### config.mk
export PLATFORM = sky130hd
export DESIGN_NAME = display_scan_ctrl_flat
export DESIGN_NICKNAME = d
export VERILOG_FILES = /design/src/rtl/display_scan_if.sv /design/src/rtl/display_scan_ctrl.sv /design/src/flat_wrapper.sv
export SDC_FILE = /design/constraint.sdc
export NUM_CORES = 1
export LEC_CHECK = 0
export ABC_AREA = 0
export BUFFER_PORTS_ARGS = -buffer_cell sky130_fd_sc_hd__buf_2
export CAP_MARGIN = 25
export CORE_ASPECT_RATIO = 0.7
export CORE_MARGIN = 4
export CORE_UTILIZATION = 41
export CTS_CLUSTER_DIAMETER = 80
export DETAILED_ROUTE_END_ITERATION = 12
export RECOVER_POWER = 100
export SETUP_SLACK_MARGIN = 0.02
export SYNTH_ARGS = -nofsm -noshare
export SYNTH_HDL_FRONTEND = slang
export SYNTH_SLANG_ARGS = --single-unit
### constraint.sdc
create_clock -name clk -period 3.3 [get_ports clk]
set_input_delay 0.165 -clock clk [delete_from_list [all_inputs] [get_ports clk]]
set_output_delay 0.165 -clock clk [all_outputs]
set_load 0.1 [all_outputs]
### src/rtl/display_scan_if.sv
// display_scan_if: digit data in, demux select/enable and segment data out
// for the multiplexed 7-segment scan controller.
interface display_scan_if;
    logic        en;
    logic [15:0] digits;
    logic [3:0]  dp_mask;
    logic        lz_blank;
    logic [1:0]  cont;
    logic        W;
    logic [3:0]  bcd;
    logic        dp;
    logic        frame_done;
    modport master(output en, digits, dp_mask, lz_blank,
                   input cont, W, bcd, dp, frame_done);
    modport slave(input en, digits, dp_mask, lz_blank,
                  output cont, W, bcd, dp, frame_done);
endinterface

### src/rtl/display_scan_ctrl.sv
// display_scan_ctrl: 4-digit display scanner with blanking dead time,
// per-frame snapshot of digit data and optional leading-zero suppression.
module display_scan_ctrl #(
    parameter int SCAN_DIV     = 25000,
    parameter int BLANK_CYCLES = 250
) (
    input logic             clk,
    input logic             rst_n,
    display_scan_if.slave   s
);
    localparam int CW = $clog2(SCAN_DIV + 1);
    localparam logic [CW-1:0] BLK = CW'(BLANK_CYCLES);
    localparam logic [CW-1:0] DIV = CW'(SCAN_DIV);
    typedef enum logic [1:0] {IDLE, BLANK, ON} state_t;
    state_t        state;
    logic [CW-1:0] cnt;
    logic [15:0]   snap_d;
    logic [3:0]    snap_dp;
    logic          snap_lz;
    logic [3:0]    sup;
    logic [1:0]    nxt;
    always_comb begin
        sup[0] = 1'b0;
        sup[3] = snap_lz && snap_d[15:12] == 4'h0;
        sup[2] = sup[3] && snap_d[11:8] == 4'h0;
        sup[1] = sup[2] && snap_d[7:4] == 4'h0;
        nxt    = s.cont + 2'd1;
    end
    // cnt restarts at 1 for steady-state slots; entry from IDLE starts at 0,
    // giving the first slot one extra blank cycle.
    always_ff @(posedge clk or negedge rst_n) begin
        if (!rst_n) begin
            state        <= IDLE;
            cnt          <= '0;
            snap_d       <= '0;
            snap_dp      <= '0;
            snap_lz      <= 1'b0;
            s.cont       <= '0;
            s.W          <= 1'b0;
            s.bcd        <= '0;
            s.dp         <= 1'b0;
            s.frame_done <= 1'b0;
        end else begin
            s.frame_done <= 1'b0;
            if (state != IDLE && !s.en) begin
                state  <= IDLE;
                cnt    <= '0;
                s.cont <= '0;
                s.W    <= 1'b0;
                s.bcd  <= snap_d[3:0];
                s.dp   <= snap_dp[0];
            end else begin
                case (state)
                    IDLE: if (s.en) begin
                        state   <= BLANK;
                        cnt     <= '0;
                        snap_d  <= s.digits;
                        snap_dp <= s.dp_mask;
                        snap_lz <= s.lz_blank;
                        s.bcd   <= s.digits[3:0];
                        s.dp    <= s.dp_mask[0];
                    end
                    BLANK: begin
                        cnt <= cnt + 1'b1;
                        if (cnt == BLK) begin
                            state <= ON;
                            s.W   <= ~sup[s.cont];
                        end
                    end
                    ON: if (cnt == DIV) begin
                        state  <= BLANK;
                        cnt    <= CW'(1);
                        s.W    <= 1'b0;
                        s.cont <= nxt;
                        if (s.cont == 2'd3) begin
                            s.frame_done <= 1'b1;
                            snap_d       <= s.digits;
                            snap_dp      <= s.dp_mask;
                            snap_lz      <= s.lz_blank;
                            s.bcd        <= s.digits[3:0];
                            s.dp         <= s.dp_mask[0];
                        end else begin
                            s.bcd <= snap_d[{nxt, 2'b00} +: 4];
                            s.dp  <= snap_dp[nxt];
                        end
                    end else begin
                        cnt <= cnt + 1'b1;
                    end
                    default: state <= IDLE;
                endcase
            end
        end
    end
endmodule

### src/flat_wrapper.sv
// flat-port wrapper written by rule: the top's interface ports become plain ports
module display_scan_ctrl_flat 
#(
    parameter int SCAN_DIV     = 25000,
    parameter int BLANK_CYCLES = 250
)
  (clk, rst_n, s_en, s_digits, s_dp_mask, s_lz_blank, s_cont, s_W, s_bcd, s_dp, s_frame_done);
  display_scan_if s_i ();
  input logic clk;
  input logic rst_n;
  input wire logic [$bits(s_i.en)-1:0] s_en;
  input wire logic [$bits(s_i.digits)-1:0] s_digits;
  input wire logic [$bits(s_i.dp_mask)-1:0] s_dp_mask;
  input wire logic [$bits(s_i.lz_blank)-1:0] s_lz_blank;
  output wire logic [$bits(s_i.cont)-1:0] s_cont;
  output wire logic [$bits(s_i.W)-1:0] s_W;
  output wire logic [$bits(s_i.bcd)-1:0] s_bcd;
  output wire logic [$bits(s_i.dp)-1:0] s_dp;
  output wire logic [$bits(s_i.frame_done)-1:0] s_frame_done;
  assign s_i.en = s_en;
  assign s_i.digits = s_digits;
  assign s_i.dp_mask = s_dp_mask;
  assign s_i.lz_blank = s_lz_blank;
  assign s_cont = s_i.cont;
  assign s_W = s_i.W;
  assign s_bcd = s_i.bcd;
  assign s_dp = s_i.dp;
  assign s_frame_done = s_i.frame_done;
  display_scan_ctrl #(.SCAN_DIV(SCAN_DIV), .BLANK_CYCLES(BLANK_CYCLES)) u_core (.clk(clk), .rst_n(rst_n), .s(s_i));
endmodule
==> impl_metrics.csv, run 1 <==
group,metric,value,unit
status,status,"complete, no violations",
synth,avgSynthCellArea,11.5,µm²
grt,grt_max_degree,35,
clock_tree,cts-root-buf,"clkbuf_8",
run,cap_violations,0,
synth,synth_edf_count,0,
die,start_util,42.8,%
synth,synth_top_flop_cell,"dfrtp_1",
routing,first_pass_iters,4,
grt,grt-ovfl-total,0,
routing,antenna_left,0,
sta,slew_headroom,21.0,%
clock_tree,cts_buffers,5,
place,routabilityCongestion,0.879,
grt,grt_pass1_wl,10600,µm
finish,drive_above_1_share,19.9,%
sta,finalSetupViolCount,0,
place,dp_hpwl,4600,µm
synth,yosysSeqAreaShare,43.4,%
critical_path,cp-startpoint,"u_core.cnt[9]$_DFFE_PN0P_",
die,ios,33,
routing,wire_per_inst,17.2,µm
die,die_w,105,µm
critical_path,crit_arrival,2.85,ns
finish,n_antenna_cell,0,
place,dp_slack,0.803,ns
clock_tree,clockBufferDepth,2,
sta,period_share,80.4,%
critical_path,worst_setup_path_start_kind,"flip-flop",
critical_path,slowest_stage,"or4b_1",
finish,nFillCells,627,
sta,setup-tns-final,0,ns
routing,via_per_inst,5.66,
finish,final_common_cell,"dfrtp_1",
die,coreArea,6340,µm²
die,rows,24,
routing,drc_errors,0,
sta,worst_slew_pin_slew,1.19,ns
clock_tree,htree_levels,2,
synth,synthCells,235,
critical_path,cp.required,3.49,ns
critical_path,worstReg2RegStart,"u_core.cnt[9]$_DFFE_PN0P_",
synth,async_reset_ff_share,100,%
power_and_ir_drop,pwr_density_cell,819,nW/µm²
critical_path,setup.worst_path.class,"reg2reg",
place,portBuffers,32,
sta,finalCriticalPeriod,2.65,ns
grt,grt_pass1_vias,2020,
finish,final_cell_mix,"47 x dfrtp_1, 22 x buf_2, 19 x mux2_1, 19 x nand2_1",
min_path,hp-class,"in2reg",
synth,yosys_register_bits,47,
grt,grt_usage,16.1,%
clock_tree,cts_tree,"built",
sta,slew_violations,0,
sta,fmax,0.377,GHz
routing,via_count,2025,
finish,syn2layout_area_growth,10.1,%
critical_path,path_max_fanout,21,
critical_path,reg2reg_depth,6,
finish,nets,298,
critical_path,cp-end-kind,"flip-flop",
clock_tree,insertion_delay,0.31,ns
sta,hold_viol,0,
critical_path,crit_end,"u_core.snap_d[12]$_DFFE_PN0P_",
sta,skew,0.0151,ns
critical_path,crit_chain,"or4b_1 > nor4_4 > a21oi_2 > nor2_2 > clkbuf_2 > mux2_2",
synth,syn-num-nets,267,
power_and_ir_drop,ir_worst_vdd,595,µV
routing,drt-total-wl,6160,µm
clock_tree,cts_setup_buffers,0,
clock_tree,cts_num_sinks,47,
critical_path,worst-path-stages,6,
grt,antenna_found_initial,0,
finish,regArea,1180,µm²
synth,netlist_area,2710,µm²
critical_path,cpPeakStageDelay,0.59,ns
critical_path,ff2ff_setup_slack,0.65,ns
synth,yosys.area.top_type,"dfrtp_1",
critical_path,rr_endpoint,"u_core.snap_d[12]$_DFFE_PN0P_",
clock_tree,clkTransAtPathRegs,0.10,ns
critical_path,path_buf_inv,1,
power_and_ir_drop,p_leak,1.19,nW
sta,rsz0062_at_grt,"no",
synth,yosysTopAreaCellShare,43.4,%
synth,synthTopCellsByArea,"dfrtp_1 43%, mux2_4 11%, mux4_2 4.2%, ha_1 3.7%, nand2_1 2.6%",
die,die_y,76.1,µm
finish,multi_input_comb_area,1350,µm²
routing,drt_iter0_drc,86,
critical_path,cp_top_family,"simple AND/OR/NAND/NOR gates",
sta,setup_slack,0.647,ns
synth,ys_types,54,
die,die_area,8000,µm²
synth,yosys_warnings,0,
## layout make-up
| class | instances | area share [%] |
|---|---|---|
| timing repair buffer | 37 | 6.49 |
| sequential | 47 | 39.4 |
| tap | 91 | 3.81 |
| clock buffer | 5 | 2.30 |
| multi-input combinational | 165 | 45.2 |
| clock inverter | 3 | 1.55 |
| inverter | 10 | 1.26 |
## what timing repair did
item	in CTS	in global routing
hold buffers	1	0
endpoints found under the hold margin	13	0
gates resized for setup	0	0
## power by group
group          switching, mW  internal [mW]
Clock                  0.211          0.228
Sequential             0.176          0.767
Combinational          0.695          0.370
## worst min-delay path by stage
| stage | from | endpoint | slack (ns) | depth (start not counted) |
|---|---|---|---|---|
| floorplan | rst_n | u_core.cnt[0]$_DFFE_PN0P_ | -0.13 | 0 |
| global placement | s_digits[9] | u_core.snap_d[9]$_DFFE_PN0P_ | 0.40 | 2 |
| detailed placement | rst_n | u_core.snap_d[12]$_DFFE_PN0P_ | 0.1 | 1 |
| CTS | s_digits[5] | u_core.snap_d[5]$_DFFE_PN0P_ | 0.07 | 2 |
| global route | s_digits[14] | u_core.snap_d[14]$_DFFE_PN0P_ | 0.06 | 2 |
| finish | s_digits[7] | u_core.snap_d[7]$_DFFE_PN0P_ | 0.07 | 2 |
## logic make-up (layout without fill, tap and decap cells)
logic type	count (synthesis)	after routing	synth area share [%]
flip-flops	47	47	43.4
multiplexers	33	33	18.2
buffers and inverters	23	55	4.11
AO/OA/AOI/OAI	53	53	15.0
adder cells (fa/ha/maj)	8	8	3.69
AND/OR/NAND/NOR	71	71	15.6
## Yosys cell counts (all sizes together) (2+ instances only)
| cell type | n |
|---|---|
| dfrtp | 47 |
| mux2 | 21 |
| nand2 | 19 |
| nand3 | 12 |
| o21ai | 12 |
| inv | 10 |
| clkbuf | 8 |
| ha | 8 |
| mux2i | 7 |
| nand4 | 7 |
| o31ai | 7 |
| nor4 | 6 |
| a2bb2oi | 5 |
| buf | 5 |
| mux4 | 5 |
| nor2 | 5 |
| o221a | 5 |
| a21oi | 3 |
| and4 | 3 |
| o311ai | 3 |
| a31oi | 2 |
| nand2b | 2 |
| nand4b | 2 |
| nor3 | 2 |
| nor4bb | 2 |
| o2111ai | 2 |
| or2 | 2 |
| or3 | 2 |
| or4 | 2 |
| or4b | 2 |
## stage by stage
stage                     hold WS [ns]  area [µm²]  power [mW]  util (%)  instances
after global placement           0.396        2940        2.15      46.3        348
after floorplan                 -0.131        2710        1.89         -        235
final                           0.0662        2990        2.45      47.1        358
after global routing            0.0629        2990        2.62      47.1        358
after detailed placement        0.0969        2960        2.16      46.6        349
after CTS                       0.0724        3080        2.61      48.6        358
## registers in the layout, indices dropped and copies added (netlist names)
name	flops
u_core.snap_lz	1
u_core.s.frame_done	1
u_core.cnt	15
u_core.s.dp	1
u_core.snap_d	16
u_core.s.W	1
u_core.s.bcd	4
u_core.state	2
u_core.s.cont	2
u_core.snap_dp	4
## routing by layer
metal	wire length (µm)	share of wire, %	vias up	global-route usage (%)
li1	-	-	968	-
met1	3360	55	1000	26.9
met2	2420	39	53	20.5
met3	341	5.5	4	3.90
met4	31	0.50	0	3.28
met5	0	0	-	0
Note: power is estimated with default switching activity, not from simulation.
==> inputs of run 2 (changes only) <==
--- a/config.mk
+++ b/config.mk
@@ -5,7 +5,7 @@
 export SDC_FILE = /design/constraint.sdc
 export NUM_CORES = 1
 export LEC_CHECK = 0
-export ABC_AREA = 0
+export ABC_AREA = 1
 export BUFFER_PORTS_ARGS = -buffer_cell sky130_fd_sc_hd__buf_2
 export CAP_MARGIN = 25
 export CORE_ASPECT_RATIO = 0.7
==> constraint.sdc (replaced) <==
create_clock -name clk -period 2.3 [get_ports clk]
set_input_delay 0.115 -clock clk [delete_from_list [all_inputs] [get_ports clk]]
set_output_delay 0.115 -clock clk [all_outputs]
set_load 0.1 [all_outputs]
==> run 2 against run 1 <==
  * Synthesized area increased by 7.7%
  * Register-to-register slack got worse by 0.35 ns
  * Design area increased by 7.4%
  * Largest cell class unchanged
  * Highest routed layer unchanged
  * Critical endpoint is now u_core.cnt[10]$_DFFE_PN0P_
==> impl_metrics.csv, run 2 <==
group,metric,value,unit
synth,synthCells,382,
clock_tree,cts_tree,"built",
sta,period_share,87.1,%
routing,via_count,2591,
routing,via_per_inst,5.09,
power_and_ir_drop,pwr_density_cell,1340,nW/µm²
clock_tree,cts-root-buf,"clkbuf_8",
critical_path,crit_chain,"inv_1 > ha_1 > inv_1 > nand2_1 > nand2_1 > nor2_1 > nand2_1 > o21ai_0",
die,die_w,109,µm
synth,synth_top_flop_cell,"dfrtp_1",
die,die_area,8560,µm²
die,ios,33,
run,cap_violations,0,
synth,ys_types,36,
sta,slew_violations,0,
synth,synth_common_cells,"92 x nand2_1, 52 x inv_1, 47 x dfrtp_1, 38 x nor2_1, 25 x nand3_1",
min_path,hold_path_end,"u_core.snap_dp[3]$_DFFE_PN0P_",
power_and_ir_drop,ir_worst_vdd,758,µV
place,routabilityCongestion,0.914,
sta,worst_slew_pin_slew,1.20,ns
place,dp_cells,500,
status,status,"complete, no violations",
clock_tree,cts_buffers,5,
synth,avgSynthCellArea,7.65,µm²
critical_path,reg2reg_depth,8,
sta,setup-tns-final,0,ns
finish,drive_above_1_share,14.0,%
critical_path,path_max_fanout,9,
place,portBuffers,32,
synth,yosysSeqAreaShare,40.3,%
synth,yosysTopAreaCellShare,40.3,%
grt,grt_pass1_vias,2277,
finish,syn2layout_area_growth,9.81,%
die,start_util,42.6,%
finish,nets,446,
routing,antenna_left,0,
grt,antenna_found_initial,0,
die,coreArea,6850,µm²
critical_path,crit_arrival,2.24,ns
grt,grt_max_degree,48,
grt,grt-ovfl-total,0,
synth,async_reset_ff_share,100,%
synth,yosys_warnings,0,
sta,finalCriticalPeriod,2.00,ns
min_path,min_from,"s_dp_mask[3]",
power_and_ir_drop,p_leak,1.54,nW
critical_path,cpPeakStageDelay,0.45,ns
clock_tree,insertion_delay,0.31,ns
sta,finalSetupViolCount,0,
finish,reg_top3,"u_core.snap_d (16), u_core.cnt (15)",
sta,hold_viol,0,
synth,synthTopCellsByArea,"dfrtp_1 40%, nand2_1 12%, inv_1 6.7%, nor2_1 4.9%, o21ai_2 4.5%",
clock_tree,cts-resized-gates,0,
synth,yosys_register_bits,47,
critical_path,cpMostUsedCell,"nand2_1",
critical_path,cp-end-kind,"flip-flop",
critical_path,cp-startpoint,"u_core.state[0]$_DFFE_PN0P_",
critical_path,cp.required,2.53,ns
grt,grt_pass1_wl,11600,µm
critical_path,ff2ff_setup_slack,0.30,ns
die,die_y,78.6,µm
critical_path,worstReg2RegStart,"u_core.state[0]$_DFFE_PN0P_",
synth,synth_edf_count,0,
die,rows,25,
synth,syn-num-nets,414,
clock_tree,clockBufferDepth,2,
synth,netlist_area,2920,µm²
sta,slew_headroom,20.1,%
critical_path,rr_endpoint,"u_core.cnt[10]$_DFFE_PN0P_",
finish,layout.cells.non_filler,509,
routing,first_pass_iters,5,
clock_tree,htree_levels,2,
synth,synth_most_common_cell,"nand2_1",
finish,top_register,"u_core.snap_d",
finish,final_common_cell,"nand2_1",
routing,drc_errors,0,
critical_path,worst_setup_path_start_kind,"flip-flop",
place,dp_hpwl,5210,µm
finish,n_antenna_cell,0,
sta,rsz0062_at_grt,"no",
min_path,holdPathStages,3,
routing,drt-total-wl,6900,µm
grt,grt_usage,17.1,%
min_path,hp-class,"in2reg",
routing,drt_iter0_drc,204,
finish,final_cell_mix,"92 x nand2_1, 52 x inv_1, 47 x dfrtp_1, 39 x nor2_1, 35 x o21ai_0",
clock_tree,clkTransAtPathRegs,0.10,ns
routing,wire_per_inst,13.6,µm
synth,yosys.area.top_type,"dfrtp_1",
sta,fmax,0.499,GHz
sta,skew,0.00964,ns
clock_tree,cts_num_sinks,47,
critical_path,setup.worst_path.class,"reg2reg",
finish,largest_reg_flops,16,
critical_path,slowest_stage,"dfrtp_1",
[run 2: stage by stage]
| stage | total power [mW] | setup WS (ns) | hold WS, ns | area (µm²) | utilization (%) |
|---|---|---|---|---|---|
| after floorplan | 3.27 | 0.233 | -0.181 | 2920 | - |
| after global placement | 3.67 | 0.347 | 0.254 | 3130 | 45.7 |
| after detailed placement | 3.70 | 0.307 | 0.262 | 3130 | 45.7 |
| after CTS | 4.45 | 0.283 | 0.0214 | 3280 | 47.9 |
| after global routing | 4.66 | 0.0518 | 0.0398 | 3210 | 46.8 |
| final | 4.30 | 0.296 | 0.0340 | 3210 | 46.8 |
[run 2: how the worst max path moves through the flow]
stage,end,slack (ns),depth (start not counted)
3_3_place_gp,u_core.snap_d[6]$_DFFE_PN0P_,0.35,9
2_1_floorplan,u_core.s.bcd[1]$_DFFE_PN0P_,0.23,9
3_5_place_dp,u_core.snap_d[13]$_DFFE_PN0P_,0.31,9
6_report,u_core.cnt[10]$_DFFE_PN0P_,0.30,8
5_1_grt,u_core.cnt[10]$_DFFE_PN0P_,0.05,8
4_1_cts,u_core.snap_d[13]$_DFFE_PN0P_,0.28,9
[run 2: timing repair]
action                     4_1_cts  5_1_grt
hold endpoints to repair        47        0
hold buffers                     1        0
setup buffers                    0        0
setup endpoints to repair        0        0
[run 2: cell type report]
type | count | area [µm²]
Clock inverter | 3 | 67.6
Sequential cell | 47 | 1180
Fill cell | 722 | 3640
Multi-Input combinational cell | 267 | 1370
Clock buffer | 5 | 68.8
Inverter | 55 | 206
Tap cell | 94 | 118
Timing Repair Buffer | 38 | 201
[run 2: power breakdown]
group	total, mW	switching (mW)	internal (mW)
combinational	2.25	1.64	0.611
sequential	1.31	0.213	1.10
clock	0.739	0.305	0.434
total	4.30	2.16	2.14
[run 2: cell families (layout without fill, tap and decap cells)]
group           Yosys count  count (layout)  share of synthesized area (%)
compound gates           73              73                           16.1
xor+xnor                  2               2                          0.600
fa+ha+maj                 8               8                           3.43
buf+inv                  68             101                           11.0
flops                    47              47                           40.3
simple gates            184             184                           28.5
[run 2: worst max-delay path: cells and delay by family (launching register included)]
family | cells | cell delay, ns
simple gates | 4 | 0.85
buf+inv | 2 | 0.20
fa+ha+maj | 1 | 0.25
flops | 1 | 0.45
compound gates | 1 | 0.17
[run 2: metal layers]
metal | track usage [%] | routed length, µm
met1 | 28.6 | 3690
met5 | 0 | 0
met3 | 2.63 | 517
met4 | 4.67 | 83
met2 | 21.7 | 2610
